File: config.mk
export PLATFORM = sky130hd
export DESIGN_NAME = sum_collect_stage
export DESIGN_NICKNAME = d
export VERILOG_FILES = /design/src/rtl/sum_collect_stage.sv
export SDC_FILE = /design/constraint.sdc
export NUM_CORES = 1
export LEC_CHECK = 0
export BUFFER_PORTS_ARGS = -buffer_cell sky130_fd_sc_hd__buf_2
export CAP_MARGIN = 20
export CELL_PAD_IN_SITES_DETAIL_PLACEMENT = 0
export CELL_PAD_IN_SITES_GLOBAL_PLACEMENT = 2
export CORE_UTILIZATION = 35
export CTS_CLUSTER_DIAMETER = 120
export DETAILED_ROUTE_END_ITERATION = 7
export PLACE_DENSITY_LB_ADDON = 0.12
export SLEW_MARGIN = 10
export SYNTH_ARGS = -nofsm -noshare
export SYNTH_HDL_FRONTEND = slang
export SYNTH_SLANG_ARGS = --single-unit
File: constraint.sdc
create_clock -name clk -period 2.7 [get_ports clk]
set_input_delay 0.54 -clock clk [delete_from_list [all_inputs] [get_ports clk]]
set_output_delay 0.54 -clock clk [all_outputs]
set_load 0.005 [all_outputs]
File: src/rtl/sum_collect_stage.sv
// Collects results from a fixed-latency pipelined adder into a small FIFO and
// keeps a running 16-bit sum of everything the consumer pops.
module sum_collect_stage #(
  parameter int LATENCY = 3,
  parameter int DEPTH   = 4
) (
  input  logic                     clk,
  input  logic                     reset,
  input  logic                     in_valid,
  input  logic [7:0]               sum_in,
  input  logic                     cout_in,
  input  logic                     clear,
  output logic                     out_valid,
  input  logic                     out_ready,
  output logic [8:0]               out_data,
  output logic [15:0]              acc,
  output logic                     acc_ovf,
  output logic                     drop_err,
  output logic [$clog2(DEPTH):0]   count
);

  localparam int AW = $clog2(DEPTH);

  logic [LATENCY-1:0] valid_pipe;
  logic               res_valid;
  logic               full;
  logic               push;
  logic               pop;
  logic               drop;
  logic [AW-1:0]      wr_ptr;
  logic [AW-1:0]      rd_ptr;
  logic [8:0]         mem [DEPTH];
  logic [16:0]        acc_sum;

  // NOTE: sequential state uses <= so every register samples pre-edge values.
  always_ff @(posedge clk or posedge reset) begin
    if (reset) begin
      valid_pipe <= '0;
    end else begin
      valid_pipe[0] <= in_valid;
      for (int i = 1; i < LATENCY; i++) valid_pipe[i] <= valid_pipe[i-1];
    end
  end

  assign res_valid = valid_pipe[LATENCY-1];
  assign full      = (count == (AW+1)'(DEPTH));
  assign out_valid = (count != '0);
  assign pop       = out_valid && out_ready;
  // A pop on the same edge frees the slot, so a full FIFO can still accept.
  assign push      = res_valid && (!full || pop);
  assign drop      = res_valid && full && !pop;
  assign out_data  = mem[rd_ptr];
  assign acc_sum   = {1'b0, acc} + {8'd0, out_data};

  // NOTE: storage is not reset; out_data is only meaningful while out_valid.
  always_ff @(posedge clk) begin
    if (push) mem[wr_ptr] <= {cout_in, sum_in};
  end

  always_ff @(posedge clk or posedge reset) begin
    if (reset) begin
      wr_ptr <= '0;
      rd_ptr <= '0;
      count  <= '0;
    end else begin
      if (push) wr_ptr <= wr_ptr + AW'(1);
      if (pop)  rd_ptr <= rd_ptr + AW'(1);
      case ({push, pop})
        2'b10:   count <= count + (AW+1)'(1);
        2'b01:   count <= count - (AW+1)'(1);
        default: count <= count;
      endcase
    end
  end

  // Clear wins over a same-cycle pop or drop.
  always_ff @(posedge clk or posedge reset) begin
    if (reset) begin
      acc      <= '0;
      acc_ovf  <= 1'b0;
      drop_err <= 1'b0;
    end else if (clear) begin
      acc      <= '0;
      acc_ovf  <= 1'b0;
      drop_err <= 1'b0;
    end else begin
      if (pop) begin
        acc <= acc_sum[15:0];
        if (acc_sum[16]) acc_ovf <= 1'b1;
      end
      if (drop) drop_err <= 1'b1;
    end
  end

endmodule

# After elaboration in Yosys (flattened, before gate mapping)
# Memory sizes are Yosys's and may differ from the RTL's.
# Cells that the tools add are included.
[op_classes] n_reduce_logical=13 n_addsub=5 muxes=10 n_eq_ne=3
[ops] op="two-way mux 16 bit" n=2
[ops] op="adder 16 x 9 -> 17 bit" n=1
[ops] op="nonzero test 2 bit" n=4
[ops] op="two-way mux 1 bit" n=7
[ops] op="one-hot mux 3 bit (2 select lines)" n=1
[ops] op="adder 2 x 1 -> 2 bit, second input constant" n=2
[ops] op="logical AND 1 bit" n=4
[ops] op="adder 3 x 1 -> 3 bit, second input constant" n=1
[ops] op="equality test 3 bit, second input constant" n=1
[ops] op="nonzero test 3 bit" n=1
[ops] op="subtractor 3 x 1 -> 3 bit, second input constant" n=1
[ops] op="equality test 2 x 1 -> 1 bit, second input constant" n=1
[ops] op="equality test 2 bit, second input constant" n=1
[ops] op="zero test 1 bit" n=2
[ops] op="AND reduction 2 bit" n=1
[ops] op="logical OR 1 bit" n=1
[word_totals] ff_bits=28 n_memories=1 output_inout_bits=31 in_bits=14 ram_bits=36 word_cells=39
[memory_table] memory="mem" words=4 word_bits=9 rd=1 rd_ports_with_merged_regs=0 wr=1 line="32" rtl="logic [8:0] mem [DEPTH];"

# Depth between registers and ports, before layout
# Gate-level depths: netlist (run 1).
[depth] depth_word=6 depth_mapped=10 depth_no_buf=9

# Least setup slack after synthesis (run 1)
# No wires, ideal clock.
[synth_timing] path_kind="flip-flop to flip-flop" start="register rd_ptr[0]" end="register acc_ovf" synth_period_minus_slack_ns=2.776 path_stages_with_launch=10 path_slack_ns=-0.076 path_buffers=1 t_arrival_ns=2.640 path_cell_list="dfrtp_1 -> buf_2 -> mux4_2 -> ha_1 -> fa_1 -> a211oi_1 -> o21ai_2 -> a41oi_2 -> or3_1 -> a21oi_1"
[synth_between] elab_chain_len=4
[synth_lines] item="start, declared" line="31" rtl="logic [AW-1:0] rd_ptr;"
[synth_lines] item="start signal, assigned" line="67" rtl="if (pop) rd_ptr <= rd_ptr + AW'(1);"
[synth_lines] item="memory (4 x 9 bit)"
[synth_lines] item="net out_data[0]" line="15" rtl="output logic [8:0] out_data,"
[synth_lines] item="adder 16 x 9 -> 17 bit" line="53" rtl="assign acc_sum = {1'b0, acc} + {8'd0, out_data};"
[synth_lines] item="nonzero test 2 bit (no line)"
[synth_lines] item="AND reduction 2 bit (no line)"
[synth_lines] item="end signal, assigned" line="80" rtl="acc_ovf <= 1'b0;"
[synth_lines] item="end signal, assigned" line="84" rtl="acc_ovf <= 1'b0;"
[synth_lines] item="end signal, assigned" line="89" rtl="if (acc_sum[16]) acc_ovf <= 1'b1;"
[synth_lines] item="end, declared" line="17" rtl="output logic acc_ovf,"
# The timed path passes the listed nets, and every way through them passes these cells.
# A chain may end at the register's enable or synchronous reset.

# Final worst setup path (run 1)
[layout_timing] start="register rd_ptr[0]" end="register acc[13]"
[layout_between] elab_chain_len=4
[layout_lines] item="memory (4 x 9 bit)"
[layout_lines] item="adder 16 x 9 -> 17 bit" line="53"
[layout_lines] item="two-way mux 16 bit" line="87" rtl="if (pop) begin"
[layout_lines] item="two-way mux 16 bit" line="82" rtl="end else if (clear) begin"
[layout_lines] item="end signal, assigned" line="88" rtl="acc <= acc_sum[15:0];"
[layout_lines] item="end, declared" line="16" rtl="output logic [15:0] acc,"
# Every way passes these cells. The select of a mux whose other input is x is not followed.

==> impl_metrics.toml, run 1 <==
[setup_path]
required_ps = 2960
cp-start-kind = "flip-flop"
cp.arrival_ps = 2850
cp-end-kind = "flip-flop"
path_class = "reg -> reg"
crit_fanout = 8

[logic_synthesis]
syn-instance-count = 222
ys_seq_area_share_pct = 59.91
ys_warn_count = 0
ys_ff_latch = 64
synth_cell_types = 34
synth_area_per_cell_sq_um = 13.40
synth.cell_area_sq_um = 2974
synth.net_count = 252

[layout]
layout_common_cells = "buf_2, edfxtp_1, buf_4"
layout.nets = 332
area_growth_pct = 31.55
finish.utilization_pct = 47.62
final_common_cell = "buf_2"
antenna_cells = 0
drive_gt1_share_pct = 40.72

[sta]
setup_viol = 0
maxSlewHeadroom_pct = 65.02
fin_crit_sh_pct = 96.03
min_period_ps = 2593
tightest_slew_ps = 524.7
skew_ps = 11.68
finalHoldViolCount = 0
max_freq_ghz = 0.3857
drv_slew = 0

[clocking]
clock-root-buffer = "clkbuf_8"
clkTransAtPathRegs_ps = 80
h-tree-depth = 3
clockBufferDepth = 2
postCtsHoldBufs = 0
clock-sinks = 64
clock_latency_ps = 340
cts-buffers-inserted = 9
cts_tree = "done"

[job]
maxCapViolations = 0

[routing]
drtAntennaViolNets = 0
drc = 0
routed-via-count = 2032
firstDrtPassIters = 4
wirelength_mm = 6.307
wl_per_cell_microns = 15.31
via_per_inst = 4.932
drt_iter0_drc = 73

[floorplan]
pin_count = 45
die_x_microns = 94.18
die_h_microns = 94.18
initial_core_util_pct = 36.20
fp-row-count = 33
core-area_sq_um = 8217
dieArea_sq_um = 8870

[grt]
grt_antenna_before_repair = 0
grt_pass1_wl_mm = 10.23
grt_max_degree = 29
track_usage_pct = 15.88
grt_pass1_vias = 1965
grt_remaining_overflow = 0

[placement]
place_congestion = 0.7264
port_buffers = 44
place_hpwl_mm = 4.427

[power_and_ir_drop]
power_mw = 4.571
power_density_nw_per_um2 = 1168
vdd_drop_max_uv = 456.0
p_leak_nw = 1.610

[run_status]
status = "complete, no violations"

[hold_path]
min_path_type = "in -> async"
synth_stat cells:
cell type / count / share of area [%]
edfxtp_1: 36 / 36
dfrtp_1: 28 / 24
nand2_1: 23 / 2.9
a21oi_1: 21 / 3.5
ha_1: 14 / 5.9
inv_1: 10 / 1.3
mux4_2: 9 / 6.8
o21ai_0: 8 / 1.3
or3_1: 8 / 1.7
xnor2_1: 7 / 2.1
clkbuf_1: 6 / 0.76
nor2_1: 6 / 0.76
a211oi_1: 5 / 1.3
and2_1: 4 / 0.84
xor2_1: 4 / 1.2
a21o_1: 3 / 0.76
nand3_1: 3 / 0.50
o211ai_1: 3 / 0.76
or4_1: 3 / 0.76
a41oi_2: 2 / 1.1
fa_1: 2 / 1.3
nand3b_1: 2 / 0.50
nand4b_1: 2 / 0.59
nor2b_1: 2 / 0.42
o21ai_2: 2 / 0.59
a31oi_1: 1 / 0.21
buf_2: 1 / 0.17
mux2i_1: 1 / 0.34
nand4_1: 1 / 0.21
nor4b_1: 1 / 0.29
o211ai_2: 1 / 0.42
o21ai_1: 1 / 0.17
o31ai_1: 1 / 0.25
o31ai_2: 1 / 0.42
cells by family after synthesis:
logic type               share of synthesized area [%]
flip-flops                                       59.91
AND/OR/NAND/NOR                                  9.465
AO/OA/AOI/OAI                                    10.81
buffers and inverters                            2.188
adder cells (fa/ha/maj)                          7.236
XOR/XNOR                                         3.239
multiplexers                                     7.152
final cells by class:
cell class | count | area, sq um
inverter | 10 | 37.54
sequential | 64 | 1783
tap | 105 | 131.4
timing repair buffer | 76 | 467.9
clock inverter | 7 | 102.6
clock buffer | 9 | 123.9
fill | 767 | 4304
multi-input combinational | 141 | 1266
per-layer routing:
metal	up-vias	global-route usage, %	routed length [microns]
met5	-	0	0
met1	1001	21.37	3057
met4	0	5.000	68
met2	33	24.40	2958
met3	5	4.854	223
li1	993	-	-
registers in the layout (all words and copies together), names as in the netlist:
| name | cells |
|---|---|
| acc | 16 |
| acc_ovf | 1 |
| count | 3 |
| drop_err | 1 |
| mem | 36 |
| rd_ptr | 2 |
| valid_pipe | 3 |
| wr_ptr | 2 |
path summary, 6_finish.rpt:
path	depth (start not counted)	start	endpoint	slack, ps
max	8	rd_ptr[0]	acc[13]	110
min	3	reset	drop_err	260
max reg2reg	8	rd_ptr[0]	acc[13]	110
min reg2reg	0	valid_pipe[0]	valid_pipe[1]	350
max in group asynchronous	3	reset	rd_ptr[0]	2120
min in group clk	1	in_valid	valid_pipe[0]	300
report_power, final:
| part | internal, mW | switching, mW |
|---|---|---|
| clock network | 0.531 | 0.411 |
| logic | 1.18 | 1.02 |
| registers | 1.26 | 0.163 |
| total | 2.97 | 1.60 |
critical path, cell delays in order (launching register included):
cell     delay (ps)
dfrtp_2         420
buf_8           160
mux4_2          570
ha_4            310
nand2_1          90
inv_1           130
a41oi_2         170
or4_1           530
a21oi_1         130
through the flow:
stage | hold slack (ps) | setup TNS, ps | instance area [sq um] | worst slack (ps) | cells
after detailed placement | 337.1 | -420.3 | 3516 | -118.2 | 393
final | 259.4 | 0 | 3913 | 107.2 | 412
after CTS | 264.5 | 0 | 3867 | 4.591 | 412
after floorplan | 331.2 | 0 | 2977 | 8.597 | 222
after global placement | 333.1 | -264.4 | 3516 | -87.14 | 393
after global routing | 271.3 | -4.259 | 3913 | -3.865 | 412
what timing repair did:
item / in CTS / in global routing
buffers inserted: 3 / 1
pin swaps: 7 / 12
gates resized for setup: 11 / 10
endpoints found under the hold margin: 0 / 0
cloned: 0 / 0
endpoints found under the setup margin: 8 / 9
No activity file was read; power rests on OpenSTA's default activity.
==> run 2: changes to the inputs <==
--- a/config.mk
+++ b/config.mk
@@ -9,6 +9,7 @@
 export CAP_MARGIN = 20
 export CELL_PAD_IN_SITES_DETAIL_PLACEMENT = 0
 export CELL_PAD_IN_SITES_GLOBAL_PLACEMENT = 2
+export CORE_MARGIN = 2
 export CORE_UTILIZATION = 35
 export CTS_CLUSTER_DIAMETER = 120
 export DETAILED_ROUTE_END_ITERATION = 7
==> run 2 against run 1 <==
Compared with the run above:
- critical path depth increased by 1
- highest routed layer unchanged
- sequential cell count unchanged
- setup slack better by 7.1 ps
- largest cell class unchanged
==> impl_metrics.toml, run 2 (same netlist as run 1, synthesis figures left out) <==
[sta]
drv_slew = 0
finalHoldViolCount = 0
tightest_slew_ps = 485.8
max_freq_ghz = 0.3867
skew_ps = 12.82
min_period_ps = 2586
maxSlewHeadroom_pct = 67.62
finalSetupTns_ps = 0
fin_crit_sh_pct = 95.77
setup_viol = 0
rsz0062_at_grt = "true"

[clocking]
clock-sinks = 64
postCtsHoldBufs = 0
clockBufferDepth = 2
cts-buffers-inserted = 9
cts_tree = "done"
clkTransAtPathRegs_ps = 90
clock_latency_ps = 340
h-tree-depth = 3
clock-root-buffer = "clkbuf_8"

[power_and_ir_drop]
power_mw = 4.512
vdd_drop_max_uv = 475.5
p_leak_nw = 1.586
power_density_nw_per_um2 = 1167

[grt]
grt_pass1_vias = 1948
grt_pass1_wl_mm = 10.17
grt_remaining_overflow = 0
grt_max_degree = 29
track_usage_pct = 15.22
grt_antenna_before_repair = 0

[layout]
final_common_cell = "buf_2"
layout_common_cells = "buf_2, edfxtp_1, dfrtp_1"
finish.utilization_pct = 47.07
fillers = 747
drive_gt1_share_pct = 38.80
reg_top3 = "mem: 36 flops, acc: 16 flops"
top_register = "mem"
largest_register_ffs = 36
antenna_cells = 0
layout.nets = 324
area_growth_pct = 30.04

[floorplan]
initial_core_util_pct = 36.20
die_x_microns = 96.18
pin_count = 45
core-area_sq_um = 8217
die_h_microns = 96.18
dieArea_sq_um = 9251
fp-row-count = 33

[routing]
wl_per_cell_microns = 15.66
wirelength_mm = 6.328
drt_iter0_drc = 43
drc = 0
routed-via-count = 1995
via_per_inst = 4.938
drtAntennaViolNets = 0
firstDrtPassIters = 4

[hold_path]
min_path_type = "in -> async"

[setup_path]
required_ps = 2960
cp.arrival_ps = 2840
path_class = "reg -> reg"
path_cells = "buf_6, mux4_2, fa_1, a211oi_2, o21ai_2, buf_4, a31oi_2, nand4b_1, o211ai_1"
crit_fanout = 4
reg2regPathDepth = 9
r2r_start = "rd_ptr[0]"
cp_num_cells = 9
crit_buf_inv = 2
slowest_delay_ps = 580
cpLargestDelayFamily = "compound AO/OA/AOI/OAI gates"
crit_start = "rd_ptr[0]"
slowest_stage = "mux4_2"
cp-end-kind = "flip-flop"
cp-start-kind = "flip-flop"

[run_status]
status = "complete, no violations"

[placement]
place_hpwl_mm = 4.443
place_congestion = 0.7836
port_buffers = 44

[job]
maxCapViolations = 0
==> run 2: cell count changes in the layout (fill, tap and decap cells not counted), sizes merged <==
cell / before / now
buf: 76 / 68
clkinvlp: 1 / 0
bufinv: 2 / 3
==> run 2: layer usage <==
layer / GRT usage [%] / wire length (microns)
met5: 0 / 0
met4: 6.071 / 82
met3: 3.994 / 208
met2: 22.69 / 2991
met1: 21.16 / 3046
==> run 2: worst reg2reg max path: cells and delay by family (launching register included) <==
family	cells	cell delay, ps
and+or+nand+nor	1	110
buffers and inverters	2	290
AOI/OAI and AO/OA	4	630
muxes	1	580
adders and majority gates	1	490
DFF	1	410
==> run 2: final timing paths <==
path / endpoint / slack (ps)
max in group asynchronous: rd_ptr[0] / 2140
worst min-delay path: acc[4] / 260
min in group clk: valid_pipe[0] / 300
worst min register to register: valid_pipe[1] / 350
worst max-delay path: acc[8] / 110
worst max register to register: acc[8] / 110
==> run 2: timing repair <==
action | in CTS | in global routing
resized for setup | 8 | 12
endpoints found under the setup margin | 6 | 9
setup buffers | 0 | 3
pin swaps | 2 | 8
cloned | 0 | 0
==> run 2: power breakdown <==
group / internal [mW] / switching, mW / leakage (nW)
Sequential: 1.26 / 0.164 / 0.692
Clock: 0.625 / 0.408 / 0.125
Combinational: 1.04 / 1.01 / 0.770
==> run 2: metrics by stage <==
step | std cells | hold WS, ps | setup WS (ps) | instance area [sq um]
after floorplan | 222 | 331.2 | 8.597 | 2977
after global placement | 386 | 333.2 | -18.51 | 3463
after detailed placement | 386 | 337.9 | -16.03 | 3463
after CTS | 402 | 252.2 | 3.832 | 3787
after global routing | 404 | 267.0 | -10.90 | 3867
final | 404 | 257.7 | 114.3 | 3867
==> run 2: layout make-up <==
type / count / area [sq um] / share of cell area [%]
clock buffer: 9 / 123.9 / 3.203
clock inverter: 7 / 125.1 / 3.235
inverter: 10 / 37.54 / 0.9706
multi-input combinational: 141 / 1259 / 32.55
sequential: 64 / 1783 / 46.10
tap: 105 / 131.4 / 3.397
timing repair buffer: 68 / 407.9 / 10.55
==> run 3: changes to the inputs <==
--- a/config.mk
+++ b/config.mk
@@ -6,14 +6,15 @@
 export NUM_CORES = 1
 export LEC_CHECK = 0
 export BUFFER_PORTS_ARGS = -buffer_cell sky130_fd_sc_hd__buf_2
-export CAP_MARGIN = 20
 export CELL_PAD_IN_SITES_DETAIL_PLACEMENT = 0
 export CELL_PAD_IN_SITES_GLOBAL_PLACEMENT = 2
 export CORE_MARGIN = 2
 export CORE_UTILIZATION = 35
+export CTS_BUF_LIST = sky130_fd_sc_hd__clkbuf_16
 export CTS_CLUSTER_DIAMETER = 120
 export DETAILED_ROUTE_END_ITERATION = 7
 export PLACE_DENSITY_LB_ADDON = 0.12
+export SETUP_SLACK_MARGIN = 0.05
 export SLEW_MARGIN = 10
 export SYNTH_ARGS = -nofsm -noshare
 export SYNTH_HDL_FRONTEND = slang
==> run 3 against run 2 <==
Compared with the run above:
- the run now ends with setup timing left
- first-iteration DRC count unchanged
- core utilization increased by 2.0 points
- hold slack improved by 17 ps
- critical path depth unchanged
- sequential share of layout area decreased by 1.9 points
- via count increased by 1.7%
- non-clock buffer count increased by 4
- register-to-register slack got worse by 130 ps
- combinational power increased by 9%
- fmax decreased by 4.8%
- critical endpoint is now acc[12]
- largest power group unchanged
- highest routed layer unchanged
==> impl_metrics.toml, run 3 (same netlist as run 1, synthesis figures left out) <==
[run_status]
status = "complete, but fails checks"
violations = "setup timing"

[sta]
fin_crit_sh_pct = 100.6
skew_ps = 9.642
tightest_slew_ps = 507.2
setup_viol = 3
finalHoldViolCount = 0
layout_setup_ws_ps = -15.59
timing.hold.ws_ps = 274.6
min_period_ps = 2716
drv_slew = 0
rsz0062_at_grt = "true"
max_freq_ghz = 0.3682
maxSlewHeadroom_pct = 66.19

[setup_path]
required_ps = 2880
path_cells = "buf_6, mux4_2, ha_4, fa_2, a211oi_2, o21ai_2, a41oi_4, or3_1, a21oi_1"
cp.arrival_ps = 2900
cpLargestDelayFamily = "compound AO/OA/AOI/OAI gates"
cp-start-kind = "flip-flop"
cp-end-kind = "flip-flop"
slowest_delay_ps = 530
slowest_stage = "mux4_2"
path_class = "reg -> reg"
crit_buf_inv = 1
crit_fanout = 7

[routing]
wl_met1_mm = 3.182
firstDrtPassIters = 4
drtAntennaViolNets = 0
routed-via-count = 2028
maxUsedRoutingLayer = "met4"
drt_iter0_drc = 43
drc = 0
wirelength_mm = 6.556
met2_length_mm = 3.119
via_per_inst = 4.971
route.met3.wl_microns = 217
wl_per_cell_microns = 16.07

[clocking]
postCtsHoldBufs = 0
clockBufferDepth = 2
clkTransAtPathRegs_ps = 60
h-tree-depth = 3
cts-buffers-inserted = 9
clock-root-buffer = "clkbuf_16"
clock-sinks = 64
clock_latency_ps = 330
cts_tree = "done"

[grt]
grt_antenna_before_repair = 0
grt_pass1_vias = 2033
grt_max_degree = 29
grt_pass1_wl_mm = 10.40
grt_remaining_overflow = 0
track_usage_pct = 15.42

[layout]
reg_top3 = "mem: 36 flops, acc: 16 flops"
area_growth_pct = 35.63
final_common_cell = "buf_2"
top_register = "mem"
layout.nets = 328
largest_register_ffs = 36
drive_gt1_share_pct = 41.58
layout_common_cells = "buf_2, edfxtp_1, dfrtp_1"
antenna_cells = 0

[power_and_ir_drop]
vdd_drop_max_uv = 533.7
power_density_nw_per_um2 = 1225
p_leak_nw = 1.639

[placement]
place_congestion = 0.7727
port_buffers = 44
dpl_worst_slack_ps = -0.9368
place_hpwl_mm = 4.475

[floorplan]
die_h_microns = 96.18
initial_core_util_pct = 36.20
core-area_sq_um = 8217
die_x_microns = 96.18
dieArea_sq_um = 9251
pin_count = 45
fp-row-count = 33

[hold_path]
min_path_type = "in -> async"

[job]
maxCapViolations = 0
[run 3: cell types whose count changed in the layout (fill, tap and decap cells not counted), sizes merged]
cell / change
clkinvlp: +1
buf: +4
bufinv: -1
[run 3: routing by layer]
layer	GRT usage, %	vias up
li1	-	993
met1	20.58	1003
met2	24.02	30
met3	4.699	2
met4	5.000	0
met5	0	-
[run 3: path summary, 6_finish.rpt]
path                       cells past startpoint             to  slack [ps]     startpoint
setup / recovery                               9        acc[12]         -20      rd_ptr[0]
hold / removal                                 3      wr_ptr[0]         270          reset
setup reg to reg                               9        acc[12]         -20      rd_ptr[0]
hold reg to reg                                0  valid_pipe[1]         350  valid_pipe[0]
max in group asynchronous                      3         acc[3]        2130          reset
min in group clk                               1  valid_pipe[0]         310       in_valid
[run 3: power breakdown]
part | total [mW] | switching (mW) | leakage (nW) | internal [mW]
registers | 1.45 | 0.182 | 0.693 | 1.26
clock network | 1.27 | 0.449 | 0.157 | 0.819
logic | 2.23 | 1.08 | 0.789 | 1.15
[run 3: what timing repair did]
action                     CTS  global route
pin swaps                    6            18
gates resized for setup      9            24
gates cloned                 0             0
setup endpoints to repair    8            11
setup buffers                1             9
[run 3: worst reg2reg max path, delay by kind of cell (launching register included)]
family / cells / cell delay [ps]
compound gates: 4 / 740
fa+ha+maj: 2 / 600
buf+inv: 1 / 130
flops: 1 / 410
mux: 1 / 530
simple gates: 1 / 160
[run 3: through the flow]
step                area, sq um  instances  TNS [ps]  power [mW]  utilization, %
floorplan                  2985        222         0       2.549               -
global placement           3453        384    -10.77       3.242           42.03
detailed placement         3453        384   -0.9368       3.242           42.03
CTS                        3860        400         0       4.686           46.98
global route               4034        408    -310.3       5.280           49.09
finish                     4034        408    -22.35       4.941           49.09
[run 3: cell type report]
| cell class | instances | area [sq um] |
|---|---|---|
| Sequential cell | 64 | 1782 |
| Fill cell | 721 | 4183 |
| Timing Repair Buffer | 72 | 441.7 |
| Multi-Input combinational cell | 141 | 1314 |
| Clock inverter | 7 | 102.6 |
| Clock buffer | 9 | 225.2 |
| Tap cell | 105 | 131.4 |
| Inverter | 10 | 37.54 |
